[config.mk]
export PLATFORM = sky130hd
export DESIGN_NAME = sample_reg_arbiter_flat
export DESIGN_NICKNAME = d
export VERILOG_FILES = /design/src/rtl/sample_reg_arbiter_if.sv /design/src/rtl/sample_reg_arbiter.sv /design/src/flat_wrapper.sv
export SDC_FILE = /design/constraint.sdc
export NUM_CORES = 1
export LEC_CHECK = 0
export BUFFER_PORTS_ARGS = -buffer_cell sky130_fd_sc_hd__buf_2
export CORE_AREA = 2 2 65 67
export CTS_CLUSTER_SIZE = 10
export DETAILED_ROUTE_END_ITERATION = 10
export DIE_AREA = 0 0 67 69
export PLACE_DENSITY = 0.89
export SYNTH_ARGS = -nofsm -noshare
export SYNTH_HDL_FRONTEND = slang
export SYNTH_SLANG_ARGS = --single-unit
[constraint.sdc]
create_clock -name clk -period 2.8 [get_ports clk]
set_input_delay 0.42 -clock clk [delete_from_list [all_inputs] [get_ports clk]]
set_output_delay 0.42 -clock clk [all_outputs]
set_load 0.05 [all_outputs]
[src/rtl/sample_reg_arbiter_if.sv]
// Bundle between NREQ sample producers, the shared holding register and its consumer.
// The master modport is the arbiter side; slave is the producer/consumer environment.
interface sample_reg_arbiter_if #(
  parameter int WIDTH = 16,
  parameter int NREQ  = 4,
  parameter int IDW   = 2
);
  logic [NREQ-1:0]       req;
  logic [NREQ*WIDTH-1:0] req_data;
  logic [NREQ-1:0]       gnt;
  logic                  out_valid;
  logic [WIDTH-1:0]      out_data;
  logic [IDW-1:0]        out_id;
  logic                  out_ready;
  logic                  busy;

  modport master (
    input  req, req_data, out_ready,
    output gnt, out_valid, out_data, out_id, busy
  );

  modport slave (
    output req, req_data, out_ready,
    input  gnt, out_valid, out_data, out_id, busy
  );
endinterface

[src/rtl/sample_reg_arbiter.sv]
// Round-robin arbiter that loads one of NREQ sample words into a single holding register
// and presents it downstream with valid/ready; the winner gets a one-cycle registered grant.
module sample_reg_arbiter #(
  parameter int WIDTH = 16,
  parameter int NREQ  = 4,
  parameter int IDW   = 2
) (
  input logic                  clk,
  input logic                  rst,
  sample_reg_arbiter_if.master bus
);

  localparam logic [0:0] ST_IDLE = 1'b0;
  localparam logic [0:0] ST_HOLD = 1'b1;

  logic [0:0]       state_q, state_d;
  logic [WIDTH-1:0] data_q, data_d;
  logic [IDW-1:0]   id_q, id_d;
  logic [IDW-1:0]   ptr_q, ptr_d;
  logic [NREQ-1:0]  gnt_q, gnt_d;
  logic             busy_q;
  logic             hold_off_q;

  logic [NREQ-1:0]  elig;
  logic             hi_found;
  logic [IDW-1:0]   hi_idx, lo_idx, win_idx;
  logic [WIDTH-1:0] win_data;
  logic             load;

  // The requester granted this cycle still holds req high; masking it stops a double win.
  assign elig = bus.req & ~gnt_q;

  // Lowest eligible index at or above ptr wins; otherwise the lowest eligible overall (wrap).
  always_comb begin : arbitrate
    hi_found = 1'b0;
    hi_idx   = '0;
    lo_idx   = '0;
    for (int i = NREQ - 1; i >= 0; i--) begin
      if (elig[i]) begin
        lo_idx = IDW'(i);
        if (IDW'(i) >= ptr_q) begin
          hi_found = 1'b1;
          hi_idx   = IDW'(i);
        end
      end
    end
    win_idx  = hi_found ? hi_idx : lo_idx;
    win_data = '0;
    for (int i = 0; i < NREQ; i++) begin
      if (win_idx == IDW'(i)) win_data = bus.req_data[i*WIDTH +: WIDTH];
    end
  end

  assign load = !hold_off_q && (|elig) && ((state_q == ST_IDLE) || bus.out_ready);

  always_comb begin : next_state
    // NOTE: every output of a combinational block gets a default first, so no path can infer a latch.
    state_d = state_q;
    data_d  = data_q;
    id_d    = id_q;
    ptr_d   = ptr_q;
    gnt_d   = '0;
    if (load) begin
      state_d = ST_HOLD;
      data_d  = win_data;
      id_d    = win_idx;
      gnt_d   = NREQ'(1) << win_idx;
      ptr_d   = (win_idx == IDW'(NREQ - 1)) ? '0 : win_idx + 1'b1;
    end else if ((state_q == ST_HOLD) && bus.out_ready) begin
      state_d = ST_IDLE;
    end
  end

  // hold_off_q blocks arbitration for one cycle after reset, so the first grant
  // lands on the second edge after rst falls.
  always_ff @(posedge clk) begin
    // NOTE: sequential state uses non-blocking assignments so every flop samples pre-edge values.
    if (rst) begin
      state_q    <= ST_IDLE;
      data_q     <= '0;
      id_q       <= '0;
      ptr_q      <= '0;
      gnt_q      <= '0;
      busy_q     <= 1'b0;
      hold_off_q <= 1'b1;
    end else begin
      state_q    <= state_d;
      data_q     <= data_d;
      id_q       <= id_d;
      ptr_q      <= ptr_d;
      gnt_q      <= gnt_d;
      busy_q     <= (state_d == ST_HOLD);
      hold_off_q <= 1'b0;
    end
  end

  assign bus.gnt       = gnt_q;
  assign bus.out_valid = (state_q == ST_HOLD);
  assign bus.out_data  = data_q;
  assign bus.out_id    = id_q;
  assign bus.busy      = busy_q;

endmodule

[src/flat_wrapper.sv]
// flat-port wrapper written by rule: the top's interface ports become plain ports
module sample_reg_arbiter_flat 
#(
  parameter int WIDTH = 16,
  parameter int NREQ  = 4,
  parameter int IDW   = 2
)
  (clk, rst, bus_req, bus_req_data, bus_out_ready, bus_gnt, bus_out_valid, bus_out_data, bus_out_id, bus_busy);
  sample_reg_arbiter_if #(.WIDTH(WIDTH), .NREQ(NREQ), .IDW(IDW)) bus_i ();
  input logic clk;
  input logic rst;
  input wire logic [$bits(bus_i.req)-1:0] bus_req;
  input wire logic [$bits(bus_i.req_data)-1:0] bus_req_data;
  input wire logic [$bits(bus_i.out_ready)-1:0] bus_out_ready;
  output wire logic [$bits(bus_i.gnt)-1:0] bus_gnt;
  output wire logic [$bits(bus_i.out_valid)-1:0] bus_out_valid;
  output wire logic [$bits(bus_i.out_data)-1:0] bus_out_data;
  output wire logic [$bits(bus_i.out_id)-1:0] bus_out_id;
  output wire logic [$bits(bus_i.busy)-1:0] bus_busy;
  assign bus_i.req = bus_req;
  assign bus_i.req_data = bus_req_data;
  assign bus_i.out_ready = bus_out_ready;
  assign bus_gnt = bus_i.gnt;
  assign bus_out_valid = bus_i.out_valid;
  assign bus_out_data = bus_i.out_data;
  assign bus_out_id = bus_i.out_id;
  assign bus_busy = bus_i.busy;
  sample_reg_arbiter #(.WIDTH(WIDTH), .NREQ(NREQ), .IDW(IDW)) u_core (.clk(clk), .rst(rst), .bus(bus_i));
endmodule
======== Word level (Yosys, flattened, before mapping) ========
Index checks and enable logic that the tools add are counted.
storage, ports and cells
  register bits ........................... 26
  input bits .............................. 71
  output and inout bits ................... 24
  logic and storage cells ................. 57
cells by class
  add/sub/neg operators ................... 1
  order comparisons ....................... 4
  equality and inequality tests ........... 3
  shift-type cells ........................ 1
  multiplexer cells ....................... 29
  bitwise operators ....................... 4
  reductions and logical operators ........ 9
operators with widths
  kind                 number
  $mux 16              4
  $mux 2               14
  $mux 1               11
  $and 4x4->4          1
  $eq 2x2->1 const B   2
  $ge 1x2->1 const A   2
  $ge 2x2->1 const A   2
  $not 4->4            1
  $reduce_or 4->1      1
  $shl 1x2->4 const A  1
  $logic_and 1x1->1    3
  $add 2x1->2 const B  1
  $eq 2x1->1 const B   1
  $logic_not 2->1      1
  $not 1->1            2
  $reduce_bool 2->1    1
  $reduce_or 2->1      1
  $logic_not 1->1      1
  $logic_or 1x1->1     1

======== Depth between registers and ports, before layout ========
  word-level depth ........................ 15
  gate-level depth with buffers ........... 10
  depth with buffers taken out ............ 9

======== Least setup slack after synthesis ========
Ideal clock, no wire load.
  path type ............................... flip-flop to flip-flop
  start point ............................. reg u_core.gnt_q[2], in the netlist u_core.bus.gnt[2]
  end point ............................... reg u_core.data_q[0], in the netlist u_core.bus.out_data[0]
  setup time .............................. 86 ps
  arrival ................................. 2,332 ps
  data required time ...................... 2,714 ps
  path slack .............................. 382 ps
  cell stages (with the launch flop) ...... 11
  path buffers ............................ 2
  clock period less this slack ............ 2,418 ps
  path through ............................ dfxtp_1 -> and2b_1 -> a221o_1 -> nand3_2 -> ha_1 -> clkbuf_1 -> buf_2 -> nand2_1 -> o21ai_0 -> a22oi_1 -> a211oi_1
on the way
  cells in the longest elaborated chain, start to end .. 13
ends and longest elaborated chain
  what                                     line                      text
  start: declaration                       sample_reg_arbiter.sv:20  logic [NREQ-1:0] gnt_q, gnt_d;
  start signal: assignment                 sample_reg_arbiter.sv:91  gnt_q <= gnt_d;
  $not 4->4 *                              sample_reg_arbiter.sv:31  assign elig = bus.req & ~gnt_q;
  $and 4x4->4 *                            sample_reg_arbiter.sv:31
  $mux 2 / $mux 1 (equally long branches)  sample_reg_arbiter.sv:39  if (elig[i]) begin
  $mux 2 / $mux 1 (equally long branches)  sample_reg_arbiter.sv:41  if (IDW'(i) >= ptr_q) begin
  $mux 2 / $mux 1 (equally long branches)  sample_reg_arbiter.sv:39
  $mux 2 / $mux 1 (equally long branches)  sample_reg_arbiter.sv:41
  $mux 2 / $mux 1 (equally long branches)  sample_reg_arbiter.sv:39
  $mux 2                                   sample_reg_arbiter.sv:47  win_idx = hi_found ? hi_idx : lo_idx;
  $logic_not 2->1                          sample_reg_arbiter.sv:50  if (win_idx == IDW'(i)) win_data = bus.req_data[i*WIDTH +: WIDTH];
  $mux 16 (4 in series)                    sample_reg_arbiter.sv:50
  end signal: assignment                   sample_reg_arbiter.sv:88  data_q <= data_d;
  end: declaration                         sample_reg_arbiter.sv:17  logic [WIDTH-1:0] data_q, data_d;
Mark *: on every way between the ends. The rest lies on a longest branch, timed or not.
A chain may end at the register's enable or synchronous reset.

======== Worst setup path in the final report ========
  start point ............................. reg u_core.gnt_q[1], in the netlist u_core.bus.gnt[1]
  end point ............................... reg u_core.data_q[3], in the netlist u_core.bus.out_data[3]
on the way
  cells in the longest elaborated chain, start to end .. 11
ends and longest elaborated chain
  what                                     line                      text
  $not 4->4 *                              sample_reg_arbiter.sv:31
  $and 4x4->4 *                            sample_reg_arbiter.sv:31
  $mux 2 / $mux 1 (equally long branches)  sample_reg_arbiter.sv:39
  $mux 2 / $mux 1 (equally long branches)  sample_reg_arbiter.sv:41
  $mux 2 / $mux 1 (equally long branches)  sample_reg_arbiter.sv:39
  $mux 2 *                                 sample_reg_arbiter.sv:47
  via u_core.win_idx[1]                    sample_reg_arbiter.sv:26  logic [IDW-1:0] hi_idx, lo_idx, win_idx;
  $logic_not 2->1                          sample_reg_arbiter.sv:50
  $mux 16 (3 in series)                    sample_reg_arbiter.sv:50
  $mux 16 *                                sample_reg_arbiter.sv:50
The timed path passes the listed nets; every way through them passes the cells marked *.

==> results.md <==
* Run status: finished, final reports clean
* Die height at 69 microns
* Worst setup EP type: register
* Drt drc at 0
* Total iterations of the first detailed-routing run at 4
* Tcrit/Tclk final at 84.4%
* Reg area at 520 sq um
* Die area at 0.00462 sq mm
* Slowest stage delay, CP at 330 ps
* Global-route wire length before repair at 7.39 mm
* FP Rows at 23
* Pwr Density at 601 mW/mm^2
* Max Cap Viol at 0
* Final worst path period need at 2360 ps
* Iter 0 DRT Violations at 71
* Vias at 1,874
* Worst VDD drop at 254 uV
* Clk_lat worst skew at 260 ps
* Gpl congestion at 0.889
* GRT Util Overall at 19.8%
* Kind of critical path: register to register
* Critical path cell sequence: nand2b_1 > a21oi_1 > o32a_1 > inv_1 > ha_1 > buf_4 > a21oi_1 > o21ai_0 > a22oi_1 > a211oi_1
* Core box area at 0.00391 sq mm
* Final setup violation count at 0
* Fillers at 387
* CTS root buffer: clkbuf_8
* WL final at 4.55 mm
* Setup ws final at 436 ps
* Post-CTS Hold Buffers at 0
* Asr flop ratio synth at 0%
* FF-to-FF path depth at 10
* Layout Nets at 377
* Vias in the first global route at 1,642
* Fin. max-slew vios at 0
* Setup TNS Final at 0 ps
* Crit path depth at 10
* Largest net degree at the start of global routing at 33
* Worst-path clk slew at 80 ps
* DR WL/cell at 13.0 microns
* Delay-heaviest family, CP: compound AO/OA/AOI/OAI gates
* Share of layout cells above drive strength 1 at 35.9%
* Overall power at 1.30 mW
* Diode count at 0
* Num CTS Buffers at 3
* Syn avg cell area at 7.51 sq um
* Ys Warns at 0
* H-tree levels at 1
* CP Max Fanout at 32
* Post-CTS setup buffer count at 0
* Fin cells at 351
* Syn nets at 295
* Post-Syn Instances at 220
* Fmax achieved at 423 MHz
* Initial Utilization at 42.2%
* Crit-path most repeated cell: a21oi_1
* Clock Sinks at 26
* Arrival time worst endpoint at 2500 ps
* GRT Residual Overflow at 0
* Final hold viol count at 0
* Register bit total from synthesis at 26
* Ys flop type: dfxtp_1
* Initial antenna violation count at 0
* Synth cell types at 36
* Required @ worst endpoint at 2930 ps
* Leakage at 1.04 nW
* ANT nets after route at 0
* EDFF count, synth at 0
* Area delta synth->final at 31.3%
* Maximum root-to-sink buffer count at 2
* CTS resizes at 0
* Cell Area, Synth at 0.00165 sq mm
* Hold depth at 1
* Slew HR at 51.6%
* CP Buf/Inv Count at 2
* Startpoint types: register
* Post-Place Cells at 347
* Placed cell areas at 0.00211 sq mm
* Slowest cell on the critical path: dfxtp_1
* Worst-Margin Slew at 726 ps
* Top-level port count at 95
* CTS tree: yes
* Detailed-route vias per instance at 5.34
* Fin area at 0.00217 sq mm
* Clk_skew at 3.03 ps
* Die width at 67 microns
* Sequential area share after synthesis at 31.5%
* Multi-input gate area at 967 sq um
* RSZ-0062 raised after global routing: false
* DPL Wire Length at 3.47 mm
* Port bufs at 94
* Hold/Removal Path Class: input pin to register
* Pre-CTS setup slack at 56.0 ps
==> sequential cells by signal, summed over array words and instances, names as in the netlist <==
signal,cells
u_core.bus.out_id,2
u_core.hold_off_q,1
u_core.bus.out_data,16
u_core.bus.gnt,4
u_core.bus.out_valid,1
u_core.ptr_q,2
==> cells by family (layout without fill, tap and decap cells) <==
logic type | count (synthesis) | count (layout) | share of synthesized area [%]
AOI/OAI and AO/OA | 111 | 111 | 41.5
adders and majority gates | 4 | 4 | 3.03
buffers and inverters | 39 | 120 | 10.1
DFF | 26 | 26 | 31.5
and+or+nand+nor | 40 | 40 | 13.9
==> cell usage after synthesis (all sizes together), types with 5 or more instances <==
library cell | count | share of area (%)
dfxtp | 26 | 31
a21oi | 53 | 16
nand2 | 18 | 4.2
o21ai | 17 | 5.1
a211oi | 18 | 8.2
nand2b | 5 | 2.3
clkbuf | 13 | 3.0
inv | 19 | 4.3
a22oi | 16 | 7.3
buf | 6 | 2.3
==> area by class of cell <==
type	instances	area share [%]
timing repair buffer	97	22.7
multi-input combinational	155	44.6
inverter	19	3.29
tap	50	2.88
clock buffer	4	2.54
sequential	26	24.0
==> worst paths after layout <==
path	to	start	slack, ps
worst min register to register	u_core.bus.out_id[1]	u_core.bus.out_id[1]	540
worst max-delay path	u_core.bus.out_data[3]	u_core.bus.gnt[1]	440
worst max register to register	u_core.bus.out_data[3]	u_core.bus.gnt[1]	440
worst min-delay path	u_core.hold_off_q	rst	530
==> per-layer routing <==
| layer | part of all wire, % | track usage, % |
|---|---|---|
| met1 | 47 | 28.4 |
| met2 | 46 | 31.1 |
| met3 | 6.5 | 2.12 |
| met4 | 0.94 | 5.67 |
| met5 | 0 | 0 |
==> layout by cell type (no fill, tap or decap) <==
| cell type | netlist | layout |
|---|---|---|
| buf_2 | 3 | 94 |
| a21oi_1 | 53 | 53 |
| dfxtp_1 | 26 | 26 |
| inv_1 | 18 | 18 |
| a211oi_1 | 18 | 18 |
| nand2_1 | 17 | 17 |
| a22oi_1 | 16 | 16 |
| o21ai_0 | 15 | 15 |
| nor2b_1 | 4 | 4 |
| nand2b_1 | 4 | 4 |
| nor4_1 | 4 | 4 |
| clkbuf_8 | 0 | 4 |
| ha_1 | 4 | 3 |
| buf_4 | 1 | 3 |
| and2b_1 | 2 | 2 |
| o21ai_1 | 2 | 2 |
| nand2_2 | 1 | 1 |
| nand3b_1 | 1 | 1 |
| a221o_1 | 1 | 1 |
| nor4b_1 | 1 | 1 |
| a31oi_1 | 1 | 1 |
| or3_1 | 1 | 1 |
| nand3_2 | 1 | 1 |
| inv_2 | 1 | 1 |
| nor2_1 | 1 | 1 |
| o32a_1 | 1 | 1 |
| nand2b_4 | 1 | 1 |
| a41oi_4 | 1 | 1 |
| a41o_1 | 1 | 1 |
| nor2_4 | 1 | 1 |
| or4_1 | 1 | 1 |
| o32ai_1 | 1 | 1 |
| o31ai_1 | 1 | 1 |
| ha_2 | 0 | 1 |
==> metrics by stage <==
stage | hold slack (ps) | util [%]
finish | 534 | 55.4
global route | 551 | 55.4
CTS | 528 | 55.4
detailed placement | 522 | 54.0
global placement | 518 | 54.0
floorplan | 448 | -
==> report_power, final <==
group	total [mW]	internal, mW	switching (mW)
clock	0.232	0.125	0.107
sequential	0.441	0.412	0.0286
combinational	0.632	0.215	0.417
No activity file was read; power rests on OpenSTA's default activity.
